<file path="config.mk">
export PLATFORM = sky130hd
export DESIGN_NAME = hazard_forward_scoreboard
export DESIGN_NICKNAME = d
export VERILOG_FILES = /design/src/rtl/hazard_pkg.sv /design/src/rtl/hazard_forward_scoreboard_long_op_tracker.sv /design/src/rtl/hazard_forward_scoreboard.sv
export SDC_FILE = /design/constraint.sdc
export NUM_CORES = 1
export LEC_CHECK = 0
export ABC_AREA = 1
export CORE_ASPECT_RATIO = 0.9
export CORE_UTILIZATION = 45
export CTS_CLUSTER_SIZE = 14
export DETAILED_ROUTE_END_ITERATION = 12
export PLACE_DENSITY = 0.9
export SLEW_MARGIN = 20
export SYNTH_ARGS = -nofsm -noshare
export SYNTH_HDL_FRONTEND = slang
export SYNTH_SLANG_ARGS = --single-unit
</file>
<file path="constraint.sdc">
create_clock -name clk -period 4.1 [get_ports clk]
set_input_delay 0.41 -clock clk [delete_from_list [all_inputs] [get_ports clk]]
set_output_delay 0.41 -clock clk [all_outputs]
set_load 0.01 [all_outputs]
</file>
<file path="src/rtl/hazard_pkg.sv">
// Shared types and constants for the hazard/forwarding scoreboard.
// Optional statistics are enabled by defining HAZARD_FWD_STATS_EN.
package hazard_pkg;

   // Select value meaning "take the operand from the register file".
   localparam int unsigned FWD_REGFILE = 0;

   // Widest register address carried in a pipe entry; narrower addresses are zero-extended.
   localparam int unsigned RD_MAX_W = 8;

   // One in-flight instruction as seen by the forwarding logic.
   typedef struct packed {
      logic                we;
      logic                is_load;
      logic [RD_MAX_W-1:0] rd;
   } pipe_entry_t;

   // Reason the decode stage is being held.
   typedef enum logic [1:0] {
      STALL_NONE,
      STALL_LOAD_USE,
      STALL_LONG
   } stall_cause_e;

endpackage

</file>
<file path="src/rtl/hazard_forward_scoreboard_long_op_tracker.sv">
// Tracks a single in-flight long-latency op (MUL/DIV): destination,
// countdown to writeback and a one-cycle completion pulse.
module long_op_tracker
   import hazard_pkg::*;
#(
   parameter int unsigned LONG_LAT   = 4,
   parameter int unsigned REG_ADDR_W = 5
) (
   input  logic                  clk,
   input  logic                  reset,
   input  logic                  issue,
   input  logic [REG_ADDR_W-1:0] issue_rd,
   output logic                  busy,
   output logic [REG_ADDR_W-1:0] busy_rd,
   output logic                  done_valid,
   output logic [REG_ADDR_W-1:0] done_rd
);

   localparam int unsigned CNT_W = $clog2(LONG_LAT + 1);

   logic [CNT_W-1:0]      cnt_q, cnt_d;
   logic                  busy_q, busy_d;
   logic [REG_ADDR_W-1:0] rd_q, rd_d;
   logic                  done_q, done_d;
   logic [REG_ADDR_W-1:0] done_rd_q, done_rd_d;

   // Load on issue, otherwise count down and pulse done on the 1->0 step.
   always_comb begin
      cnt_d     = cnt_q;
      busy_d    = busy_q;
      rd_d      = rd_q;
      done_d    = 1'b0;
      done_rd_d = done_rd_q;
      if (issue) begin
         cnt_d  = CNT_W'(LONG_LAT);
         busy_d = 1'b1;
         rd_d   = issue_rd;
      end else if (busy_q) begin
         cnt_d = cnt_q - 1'b1;
         if (cnt_q == CNT_W'(1)) begin
            busy_d    = 1'b0;
            done_d    = 1'b1;
            done_rd_d = rd_q;
         end
      end
   end

   // Tracker state; reset abandons any op without a done pulse.
   always_ff @(posedge clk) begin
      if (reset) begin
         cnt_q     <= '0;
         busy_q    <= 1'b0;
         rd_q      <= '0;
         done_q    <= 1'b0;
         done_rd_q <= '0;
      end else begin
         cnt_q     <= cnt_d;
         busy_q    <= busy_d;
         rd_q      <= rd_d;
         done_q    <= done_d;
         done_rd_q <= done_rd_d;
      end
   end

   assign busy       = busy_q;
   assign busy_rd    = rd_q;
   assign done_valid = done_q;
   assign done_rd    = done_rd_q;

endmodule

</file>
<file path="src/rtl/hazard_forward_scoreboard.sv">
// ID/EX forwarding-select generator with internal in-flight destination
// tracking, load-use stall and single long-op scoreboard.
// Define HAZARD_FWD_STATS_EN to enable the stall statistics counters.
module hazard_forward_scoreboard
   import hazard_pkg::*;
#(
   parameter int unsigned NUM_READ_PORTS = 2,
   parameter int unsigned REG_ADDR_W     = 5,
   parameter int unsigned FWD_STAGES     = 2,
   parameter int unsigned LONG_LAT       = 4,
   localparam int unsigned SEL_W         = $clog2(FWD_STAGES + 1)
) (
   input  logic                             clk,
   input  logic                             reset,
   input  logic                             holdPipeline,
   input  logic                             issueValid,
   input  logic [REG_ADDR_W-1:0]            issueRd,
   input  logic                             issueWe,
   input  logic                             issueIsLoad,
   input  logic                             issueIsLong,
   input  logic [NUM_READ_PORTS*REG_ADDR_W-1:0] presentRs,
   output logic [NUM_READ_PORTS*SEL_W-1:0]  forwardSelect,
   output logic                             stallDecode,
   output logic                             longBusy,
   output logic                             longDoneValid,
   output logic [REG_ADDR_W-1:0]            longDoneRd,
   output logic [31:0]                      loadUseStallCount,
   output logic [31:0]                      longStallCount
);

   // REG_ADDR_W must not exceed RD_MAX_W.
   pipe_entry_t pipe_q [FWD_STAGES+1];
   pipe_entry_t pipe_d [FWD_STAGES+1];

   logic [NUM_READ_PORTS-1:0][SEL_W-1:0] sel_q, sel_d;

   logic                  load_use;
   logic                  long_haz;
   logic                  stall;
   logic                  advance;
   logic                  long_issue;
   logic                  busy;
   logic [REG_ADDR_W-1:0] busy_rd;

   assign advance = !holdPipeline;

   // Hazard detection against the EX entry and the long-op scoreboard.
   always_comb begin
      logic [REG_ADDR_W-1:0] rs;
      load_use = 1'b0;
      long_haz = 1'b0;
      rs       = '0;
      for (int unsigned p = 0; p < NUM_READ_PORTS; p++) begin
         rs = presentRs[p*REG_ADDR_W +: REG_ADDR_W];
         if (pipe_q[0].we && pipe_q[0].is_load && (pipe_q[0].rd != '0) &&
             (pipe_q[0].rd == RD_MAX_W'(rs)))
            load_use = 1'b1;
         if (busy && (rs != '0) && (rs == busy_rd))
            long_haz = 1'b1;
      end
      if (busy && issueWe && (issueRd != '0) && (issueRd == busy_rd))
         long_haz = 1'b1;
      if (busy && issueIsLong)
         long_haz = 1'b1;
      stall = issueValid && (load_use || long_haz);
   end

   assign stallDecode = stall;
   assign long_issue  = advance && issueValid && issueIsLong && !stall;

   // Pipe shift and youngest-match select computation.
   always_comb begin
      logic                  found;
      logic [REG_ADDR_W-1:0] rs;
      pipe_d = pipe_q;
      sel_d  = sel_q;
      found  = 1'b0;
      rs     = '0;
      if (advance) begin
         for (int unsigned k = 0; k < FWD_STAGES; k++)
            pipe_d[k+1] = pipe_q[k];
         pipe_d[0] = '0;
         if (issueValid && !stall) begin
            // Long ops write back outside the pipe, so they never forward.
            pipe_d[0].we      = issueWe && !issueIsLong;
            pipe_d[0].is_load = issueIsLoad;
            pipe_d[0].rd      = RD_MAX_W'(issueRd);
         end
         for (int unsigned p = 0; p < NUM_READ_PORTS; p++) begin
            rs       = presentRs[p*REG_ADDR_W +: REG_ADDR_W];
            found    = 1'b0;
            sel_d[p] = SEL_W'(FWD_REGFILE);
            if (!stall) begin
               for (int unsigned k = 0; k < FWD_STAGES; k++) begin
                  if (!found && pipe_q[k].we && (pipe_q[k].rd != '0) &&
                      (pipe_q[k].rd == RD_MAX_W'(rs))) begin
                     found    = 1'b1;
                     sel_d[p] = SEL_W'(k + 1);
                  end
               end
            end
         end
      end
   end

   // Pipe and select registers.
   always_ff @(posedge clk) begin
      if (reset) begin
         for (int unsigned k = 0; k <= FWD_STAGES; k++)
            pipe_q[k] <= '0;
         sel_q <= '0;
      end else begin
         pipe_q <= pipe_d;
         sel_q  <= sel_d;
      end
   end

   assign forwardSelect = sel_q;

   long_op_tracker #(
      .LONG_LAT   (LONG_LAT),
      .REG_ADDR_W (REG_ADDR_W)
   ) u_long (
      .clk        (clk),
      .reset      (reset),
      .issue      (long_issue),
      .issue_rd   (issueRd),
      .busy       (busy),
      .busy_rd    (busy_rd),
      .done_valid (longDoneValid),
      .done_rd    (longDoneRd)
   );

   assign longBusy = busy;

`ifdef HAZARD_FWD_STATS_EN
   logic [31:0] lu_cnt_q, lu_cnt_d;
   logic [31:0] long_cnt_q, long_cnt_d;

   // Saturating stall counters, frozen while the pipeline is held.
   always_comb begin
      lu_cnt_d   = lu_cnt_q;
      long_cnt_d = long_cnt_q;
      if (advance && issueValid && load_use && (lu_cnt_q != '1))
         lu_cnt_d = lu_cnt_q + 32'd1;
      if (advance && issueValid && long_haz && (long_cnt_q != '1))
         long_cnt_d = long_cnt_q + 32'd1;
   end

   // Statistics registers.
   always_ff @(posedge clk) begin
      if (reset) begin
         lu_cnt_q   <= '0;
         long_cnt_q <= '0;
      end else begin
         lu_cnt_q   <= lu_cnt_d;
         long_cnt_q <= long_cnt_d;
      end
   end

   assign loadUseStallCount = lu_cnt_q;
   assign longStallCount    = long_cnt_q;
`else
   assign loadUseStallCount = '0;
   assign longStallCount    = '0;
`endif

endmodule

</file>
==> qor.csv <==
metric;value;unit
drt pass-1 iters;4;
total number of yosys warnings;0;
total routed wirelength;5640;um
PD cells;269;mW/mm^2
sequential share of power;0.447;
leakage power;0.00135;uW
die area;0.00599;mm^2
Final ANT Viol Nets;0;
CP Data Required Time;3.69;ns
DRC viols;0;
worst-case reg-to-reg path depth;11;
Via Count;2290;
outcome;finished, final reports clean;
syn_area_per_cell;6.47;um^2
Worst-Margin Slew;0.666;ns
reg2reg setup slack;2.50;ns
setup TNS;0;ns
Distinct cells, synth;28;
Slew Viols, Final;0;
share of post-route cells with drive strength above 1;0.103;
Gate power share;0.212;
Max Buffers Root-to-Sink;2;
DP HPWL;4530;um
largest net degree at the start of global routing;18;
total CTS buffers;5;
r2r endpoint;forwardSelect[0]$_SDFFE_PP0N_;
Peak VDD IR;132;uV
Hold Fails Final Rpt;0;
gr ovfl total;0;
insertion delay to the later sink of the worst-skew pair;0.29;ns
Min Clock Period, post-route;2.95;ns
vias in the first global route;2102;
clock slew at reported path FFs;0.07;ns
starting density of the core;0.478;
Core Region;0.00535;mm^2
Slew headroom;0.555;
Clock Skew;0.00544;ns
ant diodes;0;
P_sw;238;uW
sw frac;0.318;
Crit path arrival time;2.54;ns
Critical Path Start Type;input port;
GP Congestion;0.929;
commonest non-fill, non-tap cell in the layout;nand2_1;
#FFs+latches synth;32;
routed vias/inst;4.64;
die width;81.4;um
Layout fillers;561;
synthesized cell area;0.00256;mm^2
clk root buf;clkbuf_8;
fmax;0.339;GHz
CTS tree;built;
# IOs;98;
reg2reg start;pipe_q[23]$_SDFFE_PP0N_;
highest-count cells in the layout ignoring fill and taps;nand2_1, conb_1, nor2_1;
global-route wire length before repair;9320;um
MaxCap Viol Count;0;
Overall Global Routing Usage;0.205;
mean routed wirelength per cell;11.4;um
Synth-to-Final Area Change;8.96;%
H-tree depth;2;
post-synthesis sequential area ratio;0.251;
crit path capture type;primary output;
clock sink count;32;
Int Power;511;uW
period utilization;0.719;
I/O Buffers;33;
Crit Path Class;input port to primary output;
Die Ht;73.5;um
min-delay src;u_long.done_rd[2]$_SDFFE_PP0P_;
Clock Power Share;0.342;
Final Setup Violations;0;
synthesized instance count;395;
initial DRC count;187;
layout net count;450;
Worst Path Max Fanout;9;
worst hold-check path type;flip-flop to flip-flop;
# rows;25;
final core utilization;0.521;
Hold Path End;u_long.done_rd[2]$_SDFFE_PP0P_;
hold depth;2;
RSZ-0062 raised after global routing;false;
initial antenna violation count;0;
post-CTS setup buffer count;0;
Gates resized, CTS repair;0;
# hold bufs at CTS;0;
## state kept, by name (all words and copies together) (netlist names)
signal             cells
pipe_q                13
u_long.done_rd         5
u_long.busy_rd         5
u_long.cnt_q           3
forwardSelect          4
u_long.done_valid      1
u_long.busy            1
## worst max path at each step
stage | from | to
after global routing | presentRs[6] | stallDecode
after CTS | presentRs[6] | stallDecode
after floorplan | u_long.busy$_SDFF_PP0_ | stallDecode
after detailed placement | presentRs[6] | stallDecode
final | presentRs[6] | stallDecode
after global placement | presentRs[6] | stallDecode
## power groups by stage
| stage | sequential, uW | clock [uW] | combinational, uW |
|---|---|---|---|
| 2_1_floorplan | 338 | 0 | 156 |
| 3_3_place_gp | 341 | 0 | 155 |
| 3_5_place_dp | 342 | 0 | 156 |
| 4_1_cts | 335 | 255 | 157 |
| 6_report | 335 | 256 | 159 |
| 5_1_grt | 337 | 269 | 181 |
## cells in the mapped netlist (all sizes together)
master,n,area [um^2]
o22ai,4,25.0
conb,1,3.75
inv,48,180
o21ai,15,75.1
dfxtp,32,641
ha,2,25.0
nand4,13,96.3
a21oi,26,145
buf,68,503
nor3,6,30.0
nor2,45,203
nand2,102,418
xnor2,6,52.6
xor2,2,17.5
clkbuf,5,18.8
nand3,20,123
## routing by layer
layer  track usage  up-vias  share of wire
met3        0.0286       18          0.061
met2         0.328       82           0.46
met5             0        -              0
li1              -     1171              -
met1         0.267     1019           0.45
met4         0.107        0          0.027
## logic make-up after synthesis
kind of cell | after synthesis | synth area share
and+or+nand+nor | 186 | 0.340
buffers and inverters | 121 | 0.275
AOI/OAI and AO/OA | 45 | 0.0959
DFF | 32 | 0.251
xor gates and xnor gates | 8 | 0.0274
adders and majority gates | 2 | 0.00979
other | 1 | 0.00147
## layout make-up
type	count	area, um^2	share of cell area
tap	67	83.8	0.0301
clock inverter	2	10.0	0.00359
sequential	32	641	0.230
inverter	48	180	0.0647
clock buffer	6	82.6	0.0296
timing repair buffer	34	338	0.121
multi-input combinational	305	1450	0.521
## metrics by stage
stage | std cells | area, um^2 | hold slack, ns | setup slack, ns | power (uW)
2_1_floorplan | 458 | 2790 | 0.446 | 2.47 | 494
3_3_place_gp | 486 | 2690 | 0.438 | 1.19 | 496
3_5_place_dp | 486 | 2690 | 0.438 | 1.18 | 498
4_1_cts | 494 | 2790 | 0.449 | 1.17 | 747
5_1_grt | 494 | 2790 | 0.468 | 1.08 | 786
6_report | 494 | 2790 | 0.446 | 1.15 | 749
## critical path, cell delays in order
cell             delay [ns]
clkdlybuf4s50_1        0.64
inv_1                  0.13
nand2_1                0.08
nand2_1                0.04
nor2_1                 0.12
nand3_2                0.11
nand2_2                0.10
nand2_4                0.10
nand3_4                0.13
nand2_4                0.08
inv_2                  0.06
clkdlybuf4s50_1        0.52
(Power assumes the default switching activity.)
